==> src/rtl/regfile_write_arbiter_if.sv <==
// rtl/regfile_write_arbiter_if.sv - requester handshakes and register-file write port of regfile_write_arbiter
interface regfile_write_arbiter_if #(
    parameter int DATA_WIDTH    = 8,
    parameter int VECTOR_SIZE   = 6,
    parameter int ADDRESS_WIDTH = 4
);
    localparam int VW = DATA_WIDTH * VECTOR_SIZE;

    logic                     req0Valid;
    logic                     req0Ready;
    logic                     req0IsVector;
    logic [ADDRESS_WIDTH-1:0] req0Address;
    logic [DATA_WIDTH-1:0]    req0ScalarData;
    logic [VW-1:0]            req0VectorData;

    logic                     req1Valid;
    logic                     req1Ready;
    logic                     req1IsVector;
    logic [ADDRESS_WIDTH-1:0] req1Address;
    logic [DATA_WIDTH-1:0]    req1ScalarData;
    logic [VW-1:0]            req1VectorData;

    logic                     writeEnableScalar;
    logic                     writeEnableVector;
    logic [ADDRESS_WIDTH-1:0] writeAddress;
    logic [DATA_WIDTH-1:0]    writeScalarData;
    logic [VW-1:0]            writeVectorData;
    logic                     pending;

    modport master (
        output req0Valid, req0IsVector, req0Address, req0ScalarData, req0VectorData,
        output req1Valid, req1IsVector, req1Address, req1ScalarData, req1VectorData,
        input  req0Ready, req1Ready,
        input  writeEnableScalar, writeEnableVector, writeAddress,
        input  writeScalarData, writeVectorData, pending
    );

    modport slave (
        input  req0Valid, req0IsVector, req0Address, req0ScalarData, req0VectorData,
        input  req1Valid, req1IsVector, req1Address, req1ScalarData, req1VectorData,
        output req0Ready, req1Ready,
        output writeEnableScalar, writeEnableVector, writeAddress,
        output writeScalarData, writeVectorData, pending
    );
endinterface

==> src/rtl/regfile_write_arbiter.sv <==
// rtl/regfile_write_arbiter.sv - two-entry writeback arbiter onto the shared register-file write port
// WB_ARB_FIXED_PRIORITY_EN: requester 0 wins every contest except same-register ordering.
module regfile_write_arbiter #(
    parameter int DATA_WIDTH    = 8,
    parameter int VECTOR_SIZE   = 6,
    parameter int ADDRESS_WIDTH = 4
) (
    input logic                    clock,
    input logic                    reset,
    regfile_write_arbiter_if.slave wif
);
    localparam int VW = DATA_WIDTH * VECTOR_SIZE;

    logic                     full0_q, full1_q;
    logic                     isv0_q, isv1_q;
    logic [ADDRESS_WIDTH-1:0] addr0_q, addr1_q;
    logic [DATA_WIDTH-1:0]    sd0_q, sd1_q;
    logic [VW-1:0]            vd0_q, vd1_q;
    logic                     older_q;
`ifndef WB_ARB_FIXED_PRIORITY_EN
    logic                     prio_q;
`endif

    logic                     wes_q, wev_q;
    logic [ADDRESS_WIDTH-1:0] waddr_q;
    logic [DATA_WIDTH-1:0]    wsd_q;
    logic [VW-1:0]            wvd_q;

    logic same_target, contest_pick;
    logic grant0, grant1;
    logic ready0, ready1;
    logic acc0, acc1;
    logic full0_d, full1_d;
    logic older_d;

    always_comb begin
        same_target  = 1'b0;
        contest_pick = 1'b0;
        grant0       = 1'b0;
        grant1       = 1'b0;
        ready0       = 1'b0;
        ready1       = 1'b0;
        acc0         = 1'b0;
        acc1         = 1'b0;
        full0_d      = full0_q;
        full1_d      = full1_q;
        older_d      = older_q;

        // Writes to one register must retire in arrival order regardless of priority.
        same_target = (isv0_q == isv1_q) && (addr0_q == addr1_q);
`ifdef WB_ARB_FIXED_PRIORITY_EN
        contest_pick = same_target ? older_q : 1'b0;
`else
        contest_pick = same_target ? older_q : prio_q;
`endif
        grant0 = full0_q && (!full1_q || !contest_pick);
        grant1 = full1_q && (!full0_q ||  contest_pick);

        ready0 = !full0_q || grant0;
        ready1 = !full1_q || grant1;
        acc0   = wif.req0Valid && ready0;
        acc1   = wif.req1Valid && ready1;

        full0_d = acc0 || (full0_q && !grant0);
        full1_d = acc1 || (full1_q && !grant1);

        // A freshly loaded entry is always the younger one; simultaneous loads favour requester 0.
        if (full0_d && full1_d) begin
            if (acc0 && !acc1)
                older_d = 1'b1;
            else if (acc1)
                older_d = 1'b0;
            else
                older_d = older_q;
        end else if (full1_d) begin
            older_d = 1'b1;
        end else begin
            older_d = 1'b0;
        end
    end

    always_ff @(posedge clock) begin
        if (!reset) begin
            full0_q <= 1'b0;
            full1_q <= 1'b0;
            isv0_q  <= 1'b0;
            isv1_q  <= 1'b0;
            addr0_q <= '0;
            addr1_q <= '0;
            sd0_q   <= '0;
            sd1_q   <= '0;
            vd0_q   <= '0;
            vd1_q   <= '0;
            older_q <= 1'b0;
`ifndef WB_ARB_FIXED_PRIORITY_EN
            prio_q  <= 1'b0;
`endif
            wes_q   <= 1'b0;
            wev_q   <= 1'b0;
            waddr_q <= '0;
            wsd_q   <= '0;
            wvd_q   <= '0;
        end else begin
            full0_q <= full0_d;
            full1_q <= full1_d;
            older_q <= older_d;

            if (acc0) begin
                isv0_q  <= wif.req0IsVector;
                addr0_q <= wif.req0Address;
                sd0_q   <= wif.req0ScalarData;
                vd0_q   <= wif.req0VectorData;
            end
            if (acc1) begin
                isv1_q  <= wif.req1IsVector;
                addr1_q <= wif.req1Address;
                sd1_q   <= wif.req1ScalarData;
                vd1_q   <= wif.req1VectorData;
            end

`ifndef WB_ARB_FIXED_PRIORITY_EN
            if (grant0)
                prio_q <= 1'b1;
            else if (grant1)
                prio_q <= 1'b0;
`endif

            if (grant0) begin
                wes_q   <= !isv0_q;
                wev_q   <= isv0_q;
                waddr_q <= addr0_q;
                wsd_q   <= sd0_q;
                wvd_q   <= vd0_q;
            end else if (grant1) begin
                wes_q   <= !isv1_q;
                wev_q   <= isv1_q;
                waddr_q <= addr1_q;
                wsd_q   <= sd1_q;
                wvd_q   <= vd1_q;
            end else begin
                wes_q   <= 1'b0;
                wev_q   <= 1'b0;
            end
        end
    end

    assign wif.req0Ready         = ready0;
    assign wif.req1Ready         = ready1;
    assign wif.writeEnableScalar = wes_q;
    assign wif.writeEnableVector = wev_q;
    assign wif.writeAddress      = waddr_q;
    assign wif.writeScalarData   = wsd_q;
    assign wif.writeVectorData   = wvd_q;
    assign wif.pending           = full0_q || full1_q;
endmodule

==> src/flat_wrapper.sv <==
// flat-port wrapper written by rule: the top's interface ports become plain ports
module regfile_write_arbiter_flat 
#(
    parameter int DATA_WIDTH    = 8,
    parameter int VECTOR_SIZE   = 6,
    parameter int ADDRESS_WIDTH = 4
)
  (clock, reset, wif_req0Valid, wif_req0IsVector, wif_req0Address, wif_req0ScalarData, wif_req0VectorData, wif_req1Valid, wif_req1IsVector, wif_req1Address, wif_req1ScalarData, wif_req1VectorData, wif_req0Ready, wif_req1Ready, wif_writeEnableScalar, wif_writeEnableVector, wif_writeAddress, wif_writeScalarData, wif_writeVectorData, wif_pending);
  regfile_write_arbiter_if #(.DATA_WIDTH(DATA_WIDTH), .VECTOR_SIZE(VECTOR_SIZE), .ADDRESS_WIDTH(ADDRESS_WIDTH)) wif_i ();
  input logic clock;
  input logic reset;
  input wire logic [$bits(wif_i.req0Valid)-1:0] wif_req0Valid;
  input wire logic [$bits(wif_i.req0IsVector)-1:0] wif_req0IsVector;
  input wire logic [$bits(wif_i.req0Address)-1:0] wif_req0Address;
  input wire logic [$bits(wif_i.req0ScalarData)-1:0] wif_req0ScalarData;
  input wire logic [$bits(wif_i.req0VectorData)-1:0] wif_req0VectorData;
  input wire logic [$bits(wif_i.req1Valid)-1:0] wif_req1Valid;
  input wire logic [$bits(wif_i.req1IsVector)-1:0] wif_req1IsVector;
  input wire logic [$bits(wif_i.req1Address)-1:0] wif_req1Address;
  input wire logic [$bits(wif_i.req1ScalarData)-1:0] wif_req1ScalarData;
  input wire logic [$bits(wif_i.req1VectorData)-1:0] wif_req1VectorData;
  output wire logic [$bits(wif_i.req0Ready)-1:0] wif_req0Ready;
  output wire logic [$bits(wif_i.req1Ready)-1:0] wif_req1Ready;
  output wire logic [$bits(wif_i.writeEnableScalar)-1:0] wif_writeEnableScalar;
  output wire logic [$bits(wif_i.writeEnableVector)-1:0] wif_writeEnableVector;
  output wire logic [$bits(wif_i.writeAddress)-1:0] wif_writeAddress;
  output wire logic [$bits(wif_i.writeScalarData)-1:0] wif_writeScalarData;
  output wire logic [$bits(wif_i.writeVectorData)-1:0] wif_writeVectorData;
  output wire logic [$bits(wif_i.pending)-1:0] wif_pending;
  assign wif_i.req0Valid = wif_req0Valid;
  assign wif_i.req0IsVector = wif_req0IsVector;
  assign wif_i.req0Address = wif_req0Address;
  assign wif_i.req0ScalarData = wif_req0ScalarData;
  assign wif_i.req0VectorData = wif_req0VectorData;
  assign wif_i.req1Valid = wif_req1Valid;
  assign wif_i.req1IsVector = wif_req1IsVector;
  assign wif_i.req1Address = wif_req1Address;
  assign wif_i.req1ScalarData = wif_req1ScalarData;
  assign wif_i.req1VectorData = wif_req1VectorData;
  assign wif_req0Ready = wif_i.req0Ready;
  assign wif_req1Ready = wif_i.req1Ready;
  assign wif_writeEnableScalar = wif_i.writeEnableScalar;
  assign wif_writeEnableVector = wif_i.writeEnableVector;
  assign wif_writeAddress = wif_i.writeAddress;
  assign wif_writeScalarData = wif_i.writeScalarData;
  assign wif_writeVectorData = wif_i.writeVectorData;
  assign wif_pending = wif_i.pending;
  regfile_write_arbiter #(.DATA_WIDTH(DATA_WIDTH), .VECTOR_SIZE(VECTOR_SIZE), .ADDRESS_WIDTH(ADDRESS_WIDTH)) u_core (.clock(clock), .reset(reset), .wif(wif_i));
endmodule
==> config.mk <==
export PLATFORM = sky130hd
export DESIGN_NAME = regfile_write_arbiter_flat
export DESIGN_NICKNAME = d
export VERILOG_FILES = /design/src/rtl/regfile_write_arbiter_if.sv /design/src/rtl/regfile_write_arbiter.sv /design/src/flat_wrapper.sv
export SDC_FILE = /design/constraint.sdc
export NUM_CORES = 1
export LEC_CHECK = 0
export ABC_AREA = 1
export BUFFER_PORTS_ARGS = -buffer_cell sky130_fd_sc_hd__buf_2
export CORE_MARGIN = 3
export CORE_UTILIZATION = 55
export DETAILED_ROUTE_END_ITERATION = 16
export GPL_ROUTABILITY_DRIVEN = 0
export PLACE_DENSITY = 0.81
export SYNTH_ARGS = -nofsm -noshare
export SYNTH_HDL_FRONTEND = slang
export SYNTH_SLANG_ARGS = --single-unit
==> constraint.sdc <==
create_clock -name clock -period 3 [get_ports clock]
set_input_delay 0.9 -clock clock [delete_from_list [all_inputs] [get_ports clock]]
set_output_delay 0.9 -clock clock [all_outputs]
set_load 0.02 [all_outputs]
==> impl_metrics.ini, run 1 <==
[clocking]
clock_sinks = 188
cts_buffer_depth = 2
cts_tree = yes
cts.clk_slew.worst_paths_ns = 0.07
hold_buffers = 0
root_buffer = clkbuf_16
h-tree-depth = 4
numCtsBuffers = 17
post_cts_resized = 0
post_cts_buffers = 0
insertion_delay_ns = 0.43

[yosys]
syn_area_sq_um = 8600
synth_cells = 1311
netlist.area_leader.share = 0.438
ys_ff_latch = 188
synth_area_per_cell_sq_um = 6.56
synthTopCellsByArea = dfxtp_1, nand2_1, a21oi_1
ys_seq_area_frac = 0.438
yosysTopAreaCell = dfxtp_1
ys_warn_count = 0
synth_nets = 1437
yosysUniqueCellTypes = 19

[pwr]
peakVddDrop_mv = 0.435
power_leakage_uw = 0.00542
p_total_uw = 6000
power_density_nw_per_um2 = 593

[global_route]
grt_pass1_vias = 7519
grt_overflow = 0
grt_pass1_wl_mm = 35.1
grt_antenna_before_repair = 0
track_usage = 0.251
grt_max_degree = 125

[detailed_routing]
wl_per_cell_um = 13.1
wl_mm = 21.6
post-route-drc-count = 0
drtIter0Drc = 605
postRouteAntennaNets = 0
wl_met1_mm = 9.53
top_layer_used = met4
wl_met3_mm = 1.50
routed_via_density = 5.10
drtPass1Iterations = 5
num_vias = 8445
wl_met2_mm = 10.3

[layout]
final_area_sq_um = 10100
n_fill_cell = 1380
syn2layout_area_growth_pct = 17.7
multi_input_area_sq_um = 3640
final_common_cell = nand2_1
fin_nets = 1558
drive_gt1_frac = 0.167
regArea_sq_um = 3760
layout_common_cells = nand2_1, inv_1, a21oi_1
diodes = 0

[worst_setup_path]
critPathKind = flip-flop to output pin
r2r-start = u_core.addr1_q[1]$_SDFFE_PN0P_
rrSetupSlack_ns = 0.98
crit_path_end = wif_req0Ready
cp_max_fo = 4
crit_path_end_kind = output pin
start_kind = flip-flop
r2r_end = u_core.vd1_q[40]$_SDFFE_PN0P_
arrival_ns = 1.74
worstPathRequired_ns = 2.10
startpoint = u_core.addr1_q[1]$_SDFFE_PN0P_
ff2ff_path_depth = 12

[flow_run]
maxCapViolCount = 0

[sta]
slew_headroom = 0.571
setup_violations = 0
period_needed_ns = 2.64
setup_tns_ns = 0
timing.fmax_mhz = 379
hold_viol = 0
skew_ns = 0.00768
rsz0062_at_grt = no
tightestPinTransition_ns = 0.644
setup_slack_ns = 0.361
drv_slew = 0
period_share = 0.880

[floorplan]
start_util = 0.564
die_area_sq_um = 17200
num_rows = 45
core-area_sq_um = 15300
die_y_um = 131
die_w_um = 131
ios = 191

[min_path]
hp-class = flip-flop to flip-flop
min_from = u_core.vd1_q[25]$_SDFFE_PN0P_

[place]
dp_hpwl_mm = 12.9
placed_area_sq_um = 9540
dp_slack_ns = 0.821
port-buffer-count = 190

[run_status]
outcome = finished clean
[cells in the mapped netlist]
master and instances:
nand2_1 320, inv_1 192, a21oi_1 188, dfxtp_1 188, nand3_1 127, nor2_1 123
o21ai_0 61, clkbuf_1 53, buf_2 27, buf_1 9, buf_4 6, buf_6 6
nand2_2 3, nand3_2 2, nand4_1 2, nand3_4 1, nor2_2 1, or2_2 1
xnor2_1 1
[worst max-delay path, cell delays in order, from the launching register on]
cell and delay [ns]:
dfxtp_1 0.38, inv_1 0.05, nand2_1 0.05, nand2_1 0.05, nor2_1 0.18, nand4_1 0.18
nand2_2 0.14, nand3_4 0.08, buf_2 0.19
[flip-flops by register name, indices dropped and copies added, names as in the netlist]
signal	cells
u_core.wif.writeEnableScalar	1
u_core.vd1_q	48
u_core.full1_q	1
u_core.prio_q	1
u_core.wif.writeEnableVector	1
u_core.full0_q	1
u_core.isv1_q	1
u_core.older_q	1
u_core.isv0_q	1
u_core.addr0_q	4
u_core.wif.writeAddress	4
u_core.wif.writeVectorData	48
u_core.wif.writeScalarData	8
u_core.vd0_q	48
u_core.addr1_q	4
u_core.sd0_q	8
u_core.sd1_q	8
[metrics by stage]
step | std cells | hold WS, ns | util
after detailed placement | 1624 | 0.449 | 0.625
final | 1656 | 0.459 | 0.664
after global placement | 1624 | 0.444 | 0.625
after CTS | 1656 | 0.457 | 0.664
after global routing | 1656 | 0.474 | 0.664
after floorplan | 1311 | 0.438 | -
[area by class of cell]
type	instances	share of cell area
Tap cell	211	0.0261
Clock inverter	10	0.0114
Clock buffer	22	0.0468
Timing Repair Buffer	203	0.113
Sequential cell	188	0.372
Inverter	192	0.0712
Multi-Input combinational cell	830	0.360
[layer usage]
metal,track usage,vias up
li1,-,4314
met1,0.337,3823
met2,0.405,282
met3,0.0488,26
met4,0.0901,0
met5,0,-
[where the power goes]
group	switching [uW]	internal, uW
logic	583	354
registers	115	2700
clock network	955	1290
total	1650	4350
[cell families (layout without fill, tap and decap cells)]
kind of cell	count (synthesis)	after routing	synth area share
compound gates	249	249	0.145
xor+xnor	1	1	0.00102
buf+inv	293	427	0.140
flops	188	188	0.438
simple gates	580	580	0.277
[worst min path at each step]
stage / slack [ns] / depth (start not counted) / endpoint
final: 0.46 / 2 / u_core.wif.writeVectorData[25]$_SDFFE_PN0P_
after global routing: 0.47 / 2 / u_core.wif.writeScalarData[7]$_SDFFE_PN0P_
after CTS: 0.46 / 2 / u_core.wif.writeScalarData[7]$_SDFFE_PN0P_
after detailed placement: 0.45 / 2 / u_core.wif.writeScalarData[1]$_SDFFE_PN0P_
after global placement: 0.44 / 2 / u_core.wif.writeVectorData[41]$_SDFFE_PN0P_
after floorplan: 0.44 / 2 / u_core.wif.writeScalarData[0]$_SDFFE_PN0P_
(Power assumes the default switching activity.)
==> run 2, diff against run 1 <==
CTS_BUF_LIST = sky130_fd_sc_hd__clkbuf_8   (was default)
GPL_TIMING_DRIVEN = 0   (was default)
==> impl_metrics.ini, run 2 (same netlist as run 1, synthesis figures left out) <==
[run_status]
outcome = finished clean

[worst_setup_path]
arrival_ns = 1.97
worstPathRequired_ns = 2.10
crit_path_end_kind = output pin
cp_max_fo = 10
critPathKind = flip-flop to output pin
start_kind = flip-flop

[sta]
setup_tns_ns = 0
drv_slew = 0
tightestPinTransition_ns = 0.733
setup_slack_ns = 0.134
hold_viol = 0
period_needed_ns = 2.87
whs_ns = 0.466
setup_violations = 0
rsz0062_at_grt = no
skew_ns = 0.00985
period_share = 0.955
slew_headroom = 0.511
timing.fmax_mhz = 349

[clocking]
cts_buffer_depth = 2
cts.clk_slew.worst_paths_ns = 0.09
root_buffer = clkbuf_8
hold_buffers = 0
h-tree-depth = 4
numCtsBuffers = 17
clock_sinks = 188
insertion_delay_ns = 0.47
cts_tree = yes

[flow_run]
maxCapViolCount = 0

[floorplan]
die_w_um = 131
die_area_sq_um = 17200
die_y_um = 131
core-area_sq_um = 15300
ios = 191
num_rows = 45
start_util = 0.564

[detailed_routing]
num_vias = 8909
wl_per_cell_um = 14.0
wl_mm = 24.5
drtPass1Iterations = 5
drtIter0Drc = 680
routed_via_density = 5.10
post-route-drc-count = 0
postRouteAntennaNets = 0

[global_route]
grt_max_degree = 18
grt_antenna_before_repair = 0
grt_overflow = 0
grt_pass1_vias = 8173
grt_pass1_wl_mm = 38.8
track_usage = 0.286

[place]
port-buffer-count = 187
dp_slack_ns = 0.207
dp_hpwl_mm = 17.6

[layout]
layout_common_cells = nand2_1, buf_2, inv_1
fin_nets = 1651
drive_gt1_frac = 0.175
syn2layout_area_growth_pct = 19.9
final_common_cell = nand2_1
diodes = 0
n_fill_cell = 1443

[pwr]
power_leakage_uw = 0.00551
p_total_uw = 5670
power_density_nw_per_um2 = 550
peakVddDrop_mv = 0.268

[min_path]
hp-class = flip-flop to flip-flop
## run 2: changes by cell type in the layout (fill, tap and decap cells not counted), sizes merged
cell,change
clkinvlp,-2
bufinv,+3
buf,+41
clkinv,-4
inv,+4
clkbuf,+49
## run 2: final timing paths
path,from,to,slack (ns),cells past startpoint
max reg2reg,u_core.addr1_q[3]$_SDFFE_PN0P_,u_core.vd0_q[3]$_SDFFE_PN0P_,0.96,12
max,u_core.full1_q$_SDFF_PN0_,wif_pending,0.13,4
min reg2reg,u_core.vd1_q[24]$_SDFFE_PN0P_,u_core.wif.writeVectorData[24]$_SDFFE_PN0P_,0.47,2
min,u_core.vd1_q[24]$_SDFFE_PN0P_,u_core.wif.writeVectorData[24]$_SDFFE_PN0P_,0.47,2
## run 2: per-stage QoR
step           utilization  cell area, sq um  std cells
2_1_floorplan            -              8600       1311
3_5_place_dp         0.642              9800       1709
5_1_grt              0.676             10300       1747
4_1_cts              0.671             10200       1737
3_3_place_gp         0.642              9800       1709
6_report             0.676             10300       1747
## run 2: critical path: stages, from the launching register on
cell and delay, ns:
dfxtp_1 0.31, buf_2 0.22, or2_2 0.32, clkbuf_1 0.40, buf_2 0.25
## run 2: final cells by class
type	count	area (sq um)	area share
flip-flops and latches	188	3760	0.365
clock inverters	11	178	0.0172
plain buffers	98	467	0.0452
multi-input cells	830	3640	0.353
clock buffers	19	262	0.0254
well taps	211	264	0.0256
inverters	192	721	0.0699
repair buffers	198	1020	0.0987
## run 2: power by group
group,switching [uW],internal (uW)
combinational,618,365
sequential,115,2700
clock,862,1010
total,1600,4080
## run 2: layer usage
metal / GRT usage / part of all wire / wire length, um / vias up
met5: 0 / 0 / 0 / -
met4: 0.0883 / 0.019 / 462 / 0
met3: 0.0419 / 0.077 / 1880 / 37
met2: 0.475 / 0.47 / 11400 / 328
met1: 0.385 / 0.44 / 10700 / 4063
li1: - / - / - / 4481
## run 2: what timing repair did
item	4_1_cts	5_1_grt
pin swaps	0	0
hold endpoints to repair	0	0
resized for setup	2	0
setup buffers	0	11
setup endpoints to repair	3	2
